### src/rtl/spi_ram_wrapper_pkg.sv
// Shared definitions for the SPI-to-RAM bridge: FSM state encoding,
// frame opcodes and frame geometry.
package spi_ram_wrapper_pkg;

    // One frame = 2-bit opcode + 8-bit payload
    localparam int unsigned FRAME_W   = 10;
    localparam int unsigned PAYLOAD_W = 8;

    localparam logic [1:0] OP_WR_ADDR = 2'b00;
    localparam logic [1:0] OP_WR_DATA = 2'b01;
    localparam logic [1:0] OP_RD_ADDR = 2'b10;
    localparam logic [1:0] OP_RD_DATA = 2'b11;

    typedef enum logic [2:0] {
        IDLE      = 3'd0,
        CHK_CMD   = 3'd1,
        WRITE     = 3'd2,
        READ_ADD  = 3'd3,
        READ_DATA = 3'd4
    } state_t;

endpackage

### src/rtl/spi_ram_wrapper_ram.sv
// Single-port RAM with opcode-driven address/data registers.
// Ports:
//   clk, rst_n            clock, async active-low reset (contents not cleared)
//   i_din, i_rx_valid     received frame {opcode, payload} and its strobe
//   o_dout, o_tx_valid    read data and one-cycle valid pulse
module spi_ram
    import spi_ram_wrapper_pkg::*;
#(
    parameter int unsigned MEM_DEPTH = 256,
    parameter int unsigned ADDR_SIZE = 8
) (
    input  logic                 clk,
    input  logic                 rst_n,
    input  logic [ADDR_SIZE+1:0] i_din,
    input  logic                 i_rx_valid,
    output logic [ADDR_SIZE-1:0] o_dout,
    output logic                 o_tx_valid
);

    logic [ADDR_SIZE-1:0] mem [MEM_DEPTH];

    logic [ADDR_SIZE-1:0] r_wr_addr;
    logic [ADDR_SIZE-1:0] r_rd_addr;
    logic [ADDR_SIZE-1:0] r_dout;
    logic                 r_tx_valid;

    logic [1:0]           w_op;
    logic [ADDR_SIZE-1:0] w_payload;

    assign w_op      = i_din[ADDR_SIZE+1:ADDR_SIZE];
    assign w_payload = i_din[ADDR_SIZE-1:0];

    // Address registers and read port
    always_ff @(posedge clk or negedge rst_n) begin
        if (!rst_n) begin
            r_wr_addr  <= '0;
            r_rd_addr  <= '0;
            r_dout     <= '0;
            r_tx_valid <= 1'b0;
        end else begin
            r_tx_valid <= 1'b0;
            if (i_rx_valid) begin
                case (w_op)
                    OP_WR_ADDR: r_wr_addr <= w_payload;
                    OP_RD_ADDR: r_rd_addr <= w_payload;
                    OP_RD_DATA: begin
                        r_dout     <= mem[r_rd_addr];
                        r_tx_valid <= 1'b1;
                    end
                    default: ;
                endcase
            end
        end
    end

    // Storage array has no reset so contents survive rst_n
    always_ff @(posedge clk) begin
        if (i_rx_valid && (w_op == OP_WR_DATA)) begin
            mem[r_wr_addr] <= w_payload;
        end
    end

    assign o_dout     = r_dout;
    assign o_tx_valid = r_tx_valid;

endmodule

### src/rtl/spi_ram_wrapper_slave.sv
// SPI slave: frames MOSI bits into rx_data/rx_valid and serialises RAM
// read data onto MISO.
// Ports:
//   clk, rst_n            clock, async active-low reset
//   i_mosi, i_ss_n        serial in, active-low select
//   o_miso                serial out (registered)
//   o_rx_data, o_rx_valid received frame, one-cycle valid pulse
//   i_tx_data, i_tx_valid byte to return, one-cycle valid pulse
module spi_slave
    import spi_ram_wrapper_pkg::*;
#(
    parameter int unsigned ADDR_SIZE = 8
) (
    input  logic                 clk,
    input  logic                 rst_n,
    input  logic                 i_mosi,
    input  logic                 i_ss_n,
    output logic                 o_miso,
    output logic [ADDR_SIZE+1:0] o_rx_data,
    output logic                 o_rx_valid,
    input  logic [ADDR_SIZE-1:0] i_tx_data,
    input  logic                 i_tx_valid
);

    localparam int unsigned RX_W  = ADDR_SIZE + 2;
    localparam int unsigned CNT_W = $clog2(RX_W);
    localparam int unsigned TXC_W = $clog2(ADDR_SIZE);
    // Counter value on the edge that samples frame bit 0
    localparam logic [CNT_W-1:0] LAST_BIT = CNT_W'(RX_W - 2);

    state_t                 r_state;
    state_t                 w_next_state;
    logic [CNT_W-1:0]       r_bit_cnt;
    logic [RX_W-2:0]        r_rx_shift;
    logic [ADDR_SIZE+1:0]   r_rx_data;
    logic                   r_rx_valid;
    logic                   r_rd_flag;
    logic [ADDR_SIZE-1:0]   r_tx_shift;
    logic [TXC_W-1:0]       r_tx_cnt;
    logic                   r_miso;

    logic                   w_in_frame;
    logic                   w_sample;
    logic                   w_frame_done;
    logic                   w_tx_load;
    logic                   w_tx_shift;
    logic                   w_rd_addr_done;
    logic                   w_rd_data_done;

    // State register
    always_ff @(posedge clk or negedge rst_n) begin
        if (!rst_n) begin
            r_state <= IDLE;
        end else begin
            r_state <= w_next_state;
        end
    end

    // Next-state logic; deasserted select always returns to IDLE
    always_comb begin
        w_next_state = r_state;
        if (i_ss_n) begin
            w_next_state = IDLE;
        end else begin
            case (r_state)
                IDLE:      w_next_state = CHK_CMD;
                CHK_CMD: begin
                    if (!i_mosi)        w_next_state = WRITE;
                    else if (r_rd_flag) w_next_state = READ_DATA;
                    else                w_next_state = READ_ADD;
                end
                WRITE, READ_ADD: begin
                    if (r_bit_cnt == LAST_BIT) w_next_state = IDLE;
                end
                READ_DATA: w_next_state = READ_DATA;
                default:   w_next_state = IDLE;
            endcase
        end
    end

    // Control decode
    always_comb begin
        w_in_frame     = 1'b0;
        w_sample       = 1'b0;
        w_frame_done   = 1'b0;
        w_tx_load      = 1'b0;
        w_tx_shift     = 1'b0;
        w_rd_addr_done = 1'b0;
        w_rd_data_done = 1'b0;
        w_in_frame = (r_state == WRITE) || (r_state == READ_ADD) || (r_state == READ_DATA);
        if (!i_ss_n) begin
            w_sample       = (r_state == CHK_CMD) || (w_in_frame && (r_bit_cnt <= LAST_BIT));
            w_frame_done   = w_in_frame && (r_bit_cnt == LAST_BIT);
            w_rd_addr_done = w_frame_done && (r_state == READ_ADD);
            // Only a read-data frame turns RAM output into MISO traffic
            w_tx_load      = (r_state == READ_DATA) && i_tx_valid;
            w_tx_shift     = !w_tx_load && (r_tx_cnt != '0);
            w_rd_data_done = w_tx_shift && (r_tx_cnt == TXC_W'(1));
        end
    end

    // Receive path: bit counter, shift register, frame strobe
    always_ff @(posedge clk or negedge rst_n) begin
        if (!rst_n) begin
            r_bit_cnt  <= '0;
            r_rx_shift <= '0;
            r_rx_data  <= '0;
            r_rx_valid <= 1'b0;
        end else begin
            r_rx_valid <= 1'b0;
            if (i_ss_n || (r_state == IDLE) || (r_state == CHK_CMD)) begin
                r_bit_cnt <= '0;
            end else if (w_sample) begin
                r_bit_cnt <= r_bit_cnt + CNT_W'(1);
            end
            if (w_sample) begin
                r_rx_shift <= {r_rx_shift[RX_W-3:0], i_mosi};
            end
            if (w_frame_done) begin
                r_rx_data  <= {r_rx_shift, i_mosi};
                r_rx_valid <= 1'b1;
            end
        end
    end

    // Read-address-received flag: armed by a read-address frame, consumed by a full readout
    always_ff @(posedge clk or negedge rst_n) begin
        if (!rst_n) begin
            r_rd_flag <= 1'b0;
        end else if (w_rd_addr_done) begin
            r_rd_flag <= 1'b1;
        end else if (w_rd_data_done) begin
            r_rd_flag <= 1'b0;
        end
    end

    // Transmit path: MSB first, idles low
    always_ff @(posedge clk or negedge rst_n) begin
        if (!rst_n) begin
            r_tx_shift <= '0;
            r_tx_cnt   <= '0;
            r_miso     <= 1'b0;
        end else if (i_ss_n) begin
            r_tx_cnt <= '0;
            r_miso   <= 1'b0;
        end else if (w_tx_load) begin
            r_miso     <= i_tx_data[ADDR_SIZE-1];
            r_tx_shift <= {i_tx_data[ADDR_SIZE-2:0], 1'b0};
            r_tx_cnt   <= TXC_W'(ADDR_SIZE - 1);
        end else if (w_tx_shift) begin
            r_miso     <= r_tx_shift[ADDR_SIZE-1];
            r_tx_shift <= {r_tx_shift[ADDR_SIZE-2:0], 1'b0};
            r_tx_cnt   <= r_tx_cnt - TXC_W'(1);
        end else begin
            r_miso <= 1'b0;
        end
    end

    assign o_miso     = r_miso;
    assign o_rx_data  = r_rx_data;
    assign o_rx_valid = r_rx_valid;

endmodule

### src/rtl/spi_ram_wrapper.sv
// SPI-to-RAM bridge top: connects the serial slave to the RAM.
// Ports:
//   clk, rst_n   clock, async active-low reset
//   MOSI, SS_n   serial data in, active-low select
//   MISO         serial data out
module spi_ram_wrapper
    import spi_ram_wrapper_pkg::*;
#(
    parameter int unsigned MEM_DEPTH = 256,
    parameter int unsigned ADDR_SIZE = 8
) (
    input  logic clk,
    input  logic rst_n,
    input  logic MOSI,
    input  logic SS_n,
    output logic MISO
);

    logic [ADDR_SIZE+1:0] w_rx_data;
    logic                 w_rx_valid;
    logic [ADDR_SIZE-1:0] w_tx_data;
    logic                 w_tx_valid;

    spi_slave #(
        .ADDR_SIZE (ADDR_SIZE)
    ) u_slave (
        .clk        (clk),
        .rst_n      (rst_n),
        .i_mosi     (MOSI),
        .i_ss_n     (SS_n),
        .o_miso     (MISO),
        .o_rx_data  (w_rx_data),
        .o_rx_valid (w_rx_valid),
        .i_tx_data  (w_tx_data),
        .i_tx_valid (w_tx_valid)
    );

    spi_ram #(
        .MEM_DEPTH (MEM_DEPTH),
        .ADDR_SIZE (ADDR_SIZE)
    ) ram (
        .clk        (clk),
        .rst_n      (rst_n),
        .i_din      (w_rx_data),
        .i_rx_valid (w_rx_valid),
        .o_dout     (w_tx_data),
        .o_tx_valid (w_tx_valid)
    );

endmodule

### config.mk
export PLATFORM = sky130hd
export DESIGN_NAME = spi_ram_wrapper
export DESIGN_NICKNAME = d
export VERILOG_FILES = /design/src/rtl/spi_ram_wrapper_pkg.sv /design/src/rtl/spi_ram_wrapper_ram.sv /design/src/rtl/spi_ram_wrapper_slave.sv /design/src/rtl/spi_ram_wrapper.sv
export SDC_FILE = /design/constraint.sdc
export NUM_CORES = 2
export LEC_CHECK = 0
export ABC_CLOCK_PERIOD_IN_PS = 4900
export CAP_MARGIN = 20
export CELL_PAD_IN_SITES_DETAIL_PLACEMENT = 0
export CELL_PAD_IN_SITES_GLOBAL_PLACEMENT = 1
export CORE_MARGIN = 2
export CORE_UTILIZATION = 50
export CTS_BUF_LIST = sky130_fd_sc_hd__clkbuf_4 sky130_fd_sc_hd__clkbuf_8 sky130_fd_sc_hd__clkbuf_16
export DETAILED_ROUTE_END_ITERATION = 7
export HOLD_SLACK_MARGIN = 0.02
export MAX_ROUTING_LAYER = met4
export PLACE_DENSITY = 0.7
export SLEW_MARGIN = 15
export SYNTH_ARGS = -nofsm -noshare
export SYNTH_HDL_FRONTEND = slang
export SYNTH_SLANG_ARGS = --single-unit
### constraint.sdc
create_clock -name clk -period 4.9 [get_ports clk]
set_clock_uncertainty 0.05 [all_clocks]
set_input_delay 0.49 -clock clk [delete_from_list [all_inputs] [get_ports clk]]
set_output_delay 0.49 -clock clk [all_outputs]
set_load 0.01 [all_outputs]
==> impl_metrics.xml <==
<?xml version="1.0" encoding="UTF-8"?>
<metrics>
  <group name="global_routing">
    <metric name="grt_max_degree" unit="">195</metric>
    <metric name="globalRouteOverflowTotal" unit="">0</metric>
    <metric name="first_global_vias" unit="">41400</metric>
    <metric name="grtUsageTotal" unit="">0.274</metric>
    <metric name="grt_pass1_wl" unit="mm">316</metric>
    <metric name="grt_antenna_before_repair" unit="">5</metric>
  </group>
  <group name="finish">
    <metric name="layout-drive-gt1-share" unit="">0.239</metric>
    <metric name="design_area" unit="mm^2">0.0927</metric>
    <metric name="area_added_between_synthesis_and_finish" unit="%">12.0</metric>
    <metric name="layout.cells.most_common" unit="">sky130_fd_sc_hd__edfxtp_1</metric>
    <metric name="finish.cell_count_without_fillers" unit="">6559</metric>
    <metric name="layout.cells.most_common_list" unit="">2048 x sky130_fd_sc_hd__edfxtp_1, 443 x sky130_fd_sc_hd__mux4_2, 311 x sky130_fd_sc_hd__nor2_1</metric>
    <metric name="finish.net_count" unit="">4197</metric>
  </group>
  <group name="placement">
    <metric name="detailedPlacementHpwl" unit="mm">139</metric>
    <metric name="port_buffers" unit="">4</metric>
    <metric name="detailed_place.area" unit="mm^2">0.0856</metric>
    <metric name="placedCellCount" unit="">6161</metric>
    <metric name="finalWeightedCongestion" unit="">0.889</metric>
  </group>
  <group name="timing">
    <metric name="grt_setup_unrepaired" unit="">no</metric>
    <metric name="final_period_minus_worst_setup_slack" unit="ns">4.24</metric>
    <metric name="timing.hold.ws" unit="ns">0.299</metric>
    <metric name="max_clock_freq" unit="GHz">0.236</metric>
    <metric name="finalSetupViolations" unit="">0</metric>
    <metric name="timing_hold_violations_final" unit="">0</metric>
    <metric name="totalNegativeSetupSlack" unit="ns">0</metric>
    <metric name="final_min_period_over_clock_period" unit="">0.865</metric>
    <metric name="relative_slew_slack" unit="">0.0141</metric>
    <metric name="worstMarginPinSlew" unit="ns">1.48</metric>
    <metric name="slew_violations" unit="">0</metric>
  </group>
  <group name="die">
    <metric name="initial_core_util" unit="">0.503</metric>
    <metric name="die_footprint" unit="mm^2">0.169</metric>
    <metric name="core_area" unit="mm^2">0.165</metric>
    <metric name="fp.dieH" unit="um">411</metric>
    <metric name="io_pins" unit="">5</metric>
    <metric name="die_x" unit="um">411</metric>
    <metric name="row_count" unit="">149</metric>
  </group>
  <group name="yosys">
    <metric name="post_synth_main_area_contributors" unit="">sky130_fd_sc_hd__edfxtp_1 74%, sky130_fd_sc_hd__mux4_2 12%, sky130_fd_sc_hd__mux2i_1 2.2%, sky130_fd_sc_hd__dfrtp_1 1.9%, sky130_fd_sc_hd__nor2_1 1.4%</metric>
    <metric name="netlist_area" unit="mm^2">0.0828</metric>
    <metric name="netlist.area_leader.share" unit="">0.743</metric>
    <metric name="synth.distinct_cells" unit="">79</metric>
    <metric name="synth.net_count" unit="">4031</metric>
    <metric name="synth-warning-count" unit="">0</metric>
    <metric name="asyncSetResetFlopFracSynth" unit="">0.0303</metric>
    <metric name="synth_edf_count" unit="">2048</metric>
    <metric name="synth_flop_cell" unit="">sky130_fd_sc_hd__edfxtp_1</metric>
    <metric name="ys_seq_elements" unit="">2112</metric>
    <metric name="seq_total_area_yosys" unit="">0.762</metric>
    <metric name="synthesis.area_per_instance" unit="um^2">20.6</metric>
    <metric name="post_synth_inst_count" unit="">4022</metric>
    <metric name="yosys.area.top_type" unit="">sky130_fd_sc_hd__edfxtp_1</metric>
  </group>
  <group name="worst_setup_path">
    <metric name="cp_data_required_time" unit="ns">5.60</metric>
    <metric name="timing.critical_path.cells" unit="">buf_12 &gt; mux4_2 &gt; a22o_1 &gt; a211oi_1 &gt; a2111oi_0 &gt; a221o_1</metric>
    <metric name="cp-end-kind" unit="">flop</metric>
    <metric name="worstSetupStartpointType" unit="">flop</metric>
    <metric name="maximum_fanout_encountered_on_the_critical_timing_path" unit="">60</metric>
    <metric name="critPathArrivalTime" unit="ns">4.94</metric>
    <metric name="timing.setup.critical_path_class" unit="">flop to flop</metric>
    <metric name="critPathMaxStageDelay" unit="ns">1.03</metric>
    <metric name="critPathSlowestCell" unit="">sky130_fd_sc_hd__a211oi_1</metric>
  </group>
  <group name="flow_run">
    <metric name="maxCapViolCount" unit="">0</metric>
  </group>
  <group name="drt">
    <metric name="wl" unit="mm">223</metric>
    <metric name="detailroute.via_count" unit="">42000</metric>
    <metric name="detail_route.wl_per_cell" unit="um">34.1</metric>
    <metric name="vias_per_cell" unit="">6.41</metric>
    <metric name="drt_first_iter_violations" unit="">5930</metric>
    <metric name="drtPass1Iterations" unit="">6</metric>
    <metric name="drt_drc_violations_left" unit="">0</metric>
    <metric name="drtAntennaViolNets" unit="">0</metric>
  </group>
  <group name="power_and_ir_drop">
    <metric name="ir_worst_vdd" unit="uV">340</metric>
    <metric name="leakagePower" unit="nW">24.6</metric>
    <metric name="sum_of_internal_switching_and_leakage_power" unit="mW">36.2</metric>
    <metric name="powerDensity" unit="mW/mm^2">390</metric>
  </group>
  <group name="clocking">
    <metric name="number_of_resized_instances_in_the_post_cts_repair_step" unit="">0</metric>
    <metric name="cts.path.max_buffers" unit="">3</metric>
    <metric name="h-tree-depth" unit="">4</metric>
    <metric name="clk_pin_slew" unit="ns">0.07</metric>
    <metric name="cts_tree" unit="">built</metric>
    <metric name="cts_num_sinks" unit="">2112</metric>
    <metric name="post-cts-setup-buffers" unit="">0</metric>
    <metric name="cts_inserted_buffers" unit="">211</metric>
    <metric name="worst_skew_pair.late_latency" unit="ns">0.86</metric>
    <metric name="cts-hold-fix-buffers" unit="">1</metric>
    <metric name="clk_root_buffer_cell" unit="">sky130_fd_sc_hd__clkbuf_16</metric>
  </group>
  <group name="min_path">
    <metric name="hold_path_class" unit="">input port to flop</metric>
  </group>
  <group name="run_status">
    <metric name="run_status" unit="">completed</metric>
  </group>
</metrics>
[path summary, 6_finish.rpt]
kind / from / slack (ns) / depth (start not counted) / end
worst max-delay path: ram.r_rd_addr[0]$_DFFE_PN0P_ / 0.66 / 6 / ram.o_dout[7]$_DFFE_PN0P_
worst min-delay path: MOSI / 0.30 / 3 / u_slave.o_rx_data[0]$_DFFE_PN0P_
worst max register to register: ram.r_rd_addr[0]$_DFFE_PN0P_ / 0.66 / 6 / ram.o_dout[7]$_DFFE_PN0P_
worst min register to register: u_slave.r_tx_shift[5]$_DFFE_PN0P_ / 0.44 / 2 / u_slave.r_tx_shift[5]$_DFFE_PN0P_
max in group asynchronous: rst_n / 3.72 / 3 / ram.r_rd_addr[2]$_DFFE_PN0P_
min in group asynchronous: rst_n / 0.32 / 3 / u_slave.r_tx_cnt[1]$_DFFE_PN0P_
[registers in the layout, indices dropped and copies added (netlist names)]
register	flops
u_slave.o_miso	1
u_slave.r_rx_shift	9
ram.o_dout	8
u_slave.o_rx_data	10
ram.o_tx_valid	1
u_slave.r_rd_flag	1
ram.mem	2048
u_slave.o_rx_valid	1
ram.r_wr_addr	8
u_slave.r_state	3
u_slave.r_bit_cnt	4
u_slave.r_tx_shift	7
u_slave.r_tx_cnt	3
ram.r_rd_addr	8
[through the flow]
stage,worst slack (ns),util
2_1_floorplan,0.836,-
3_3_place_gp,0.881,0.520
4_1_cts,0.890,0.563
3_5_place_dp,0.900,0.520
6_report,0.662,0.563
5_1_grt,0.757,0.563
[final cells by class]
class	instances	area [um^2]
clock buffers	261	5700
flip-flops and latches	2112	63100
well taps	2189	2740
repair buffers	193	1780
fillers	12100	71900
inverters	14	57.6
clock inverters	132	1360
diodes	2	5.00
multi-input cells	1656	17900
[synthesized netlist by cell type (6+ instances only)]
cell type / number
sky130_fd_sc_hd__o21ai_0: 38
sky130_fd_sc_hd__a22oi_1: 54
sky130_fd_sc_hd__nand2_1: 131
sky130_fd_sc_hd__clkbuf_1: 97
sky130_fd_sc_hd__and2_1: 14
sky130_fd_sc_hd__dfrtp_1: 64
sky130_fd_sc_hd__or3_1: 7
sky130_fd_sc_hd__mux2_2: 37
sky130_fd_sc_hd__nor4_1: 9
sky130_fd_sc_hd__mux4_1: 10
sky130_fd_sc_hd__nor2b_1: 13
sky130_fd_sc_hd__nand4_1: 17
sky130_fd_sc_hd__o22ai_1: 56
sky130_fd_sc_hd__buf_2: 62
sky130_fd_sc_hd__nor3_1: 22
sky130_fd_sc_hd__nor2_1: 313
sky130_fd_sc_hd__o221ai_1: 40
sky130_fd_sc_hd__a21oi_1: 49
sky130_fd_sc_hd__nand3_1: 55
sky130_fd_sc_hd__o211ai_1: 11
sky130_fd_sc_hd__a2111oi_0: 14
sky130_fd_sc_hd__a211oi_1: 18
sky130_fd_sc_hd__buf_4: 17
sky130_fd_sc_hd__buf_6: 25
sky130_fd_sc_hd__inv_1: 13
sky130_fd_sc_hd__mux4_2: 443
sky130_fd_sc_hd__buf_12: 25
sky130_fd_sc_hd__mux2i_1: 182
sky130_fd_sc_hd__buf_8: 13
sky130_fd_sc_hd__a31oi_1: 16
sky130_fd_sc_hd__edfxtp_1: 2048
sky130_fd_sc_hd__a221oi_1: 6
sky130_fd_sc_hd__nand2b_1: 6
[where the power goes]
part	internal, mW	switching [mW]
Clock	9.35	6.95
Combinational	0.0900	0.153
Sequential	19.6	0.0458
Total	29.0	7.15
[worst max-delay path, delay by kind of cell, from the launching register on]
kind	cells	cell delay, ns
buffers and inverters	1	0.42
DFF	1	0.83
AOI/OAI and AO/OA	4	2.04
muxes	1	0.61
[layer usage]
layer | part of all wire | up-vias | track usage
met5 | 0 | - | -
met4 | 0.037 | 0 | 0.0982
met3 | 0.087 | 374 | 0.0521
met2 | 0.46 | 2110 | 0.404
met1 | 0.41 | 22500 | 0.386
li1 | - | 17000 | -
[logic make-up after synthesis]
logic type	Yosys count	share of synthesized area
flops	2112	0.762
mux	673	0.151
simple gates	613	0.0321
compound gates	362	0.0315
buf+inv	254	0.0222
fa+ha+maj	5	0.000756
xor+xnor	3	0.000317
No activity file was read; power rests on OpenSTA's default activity.
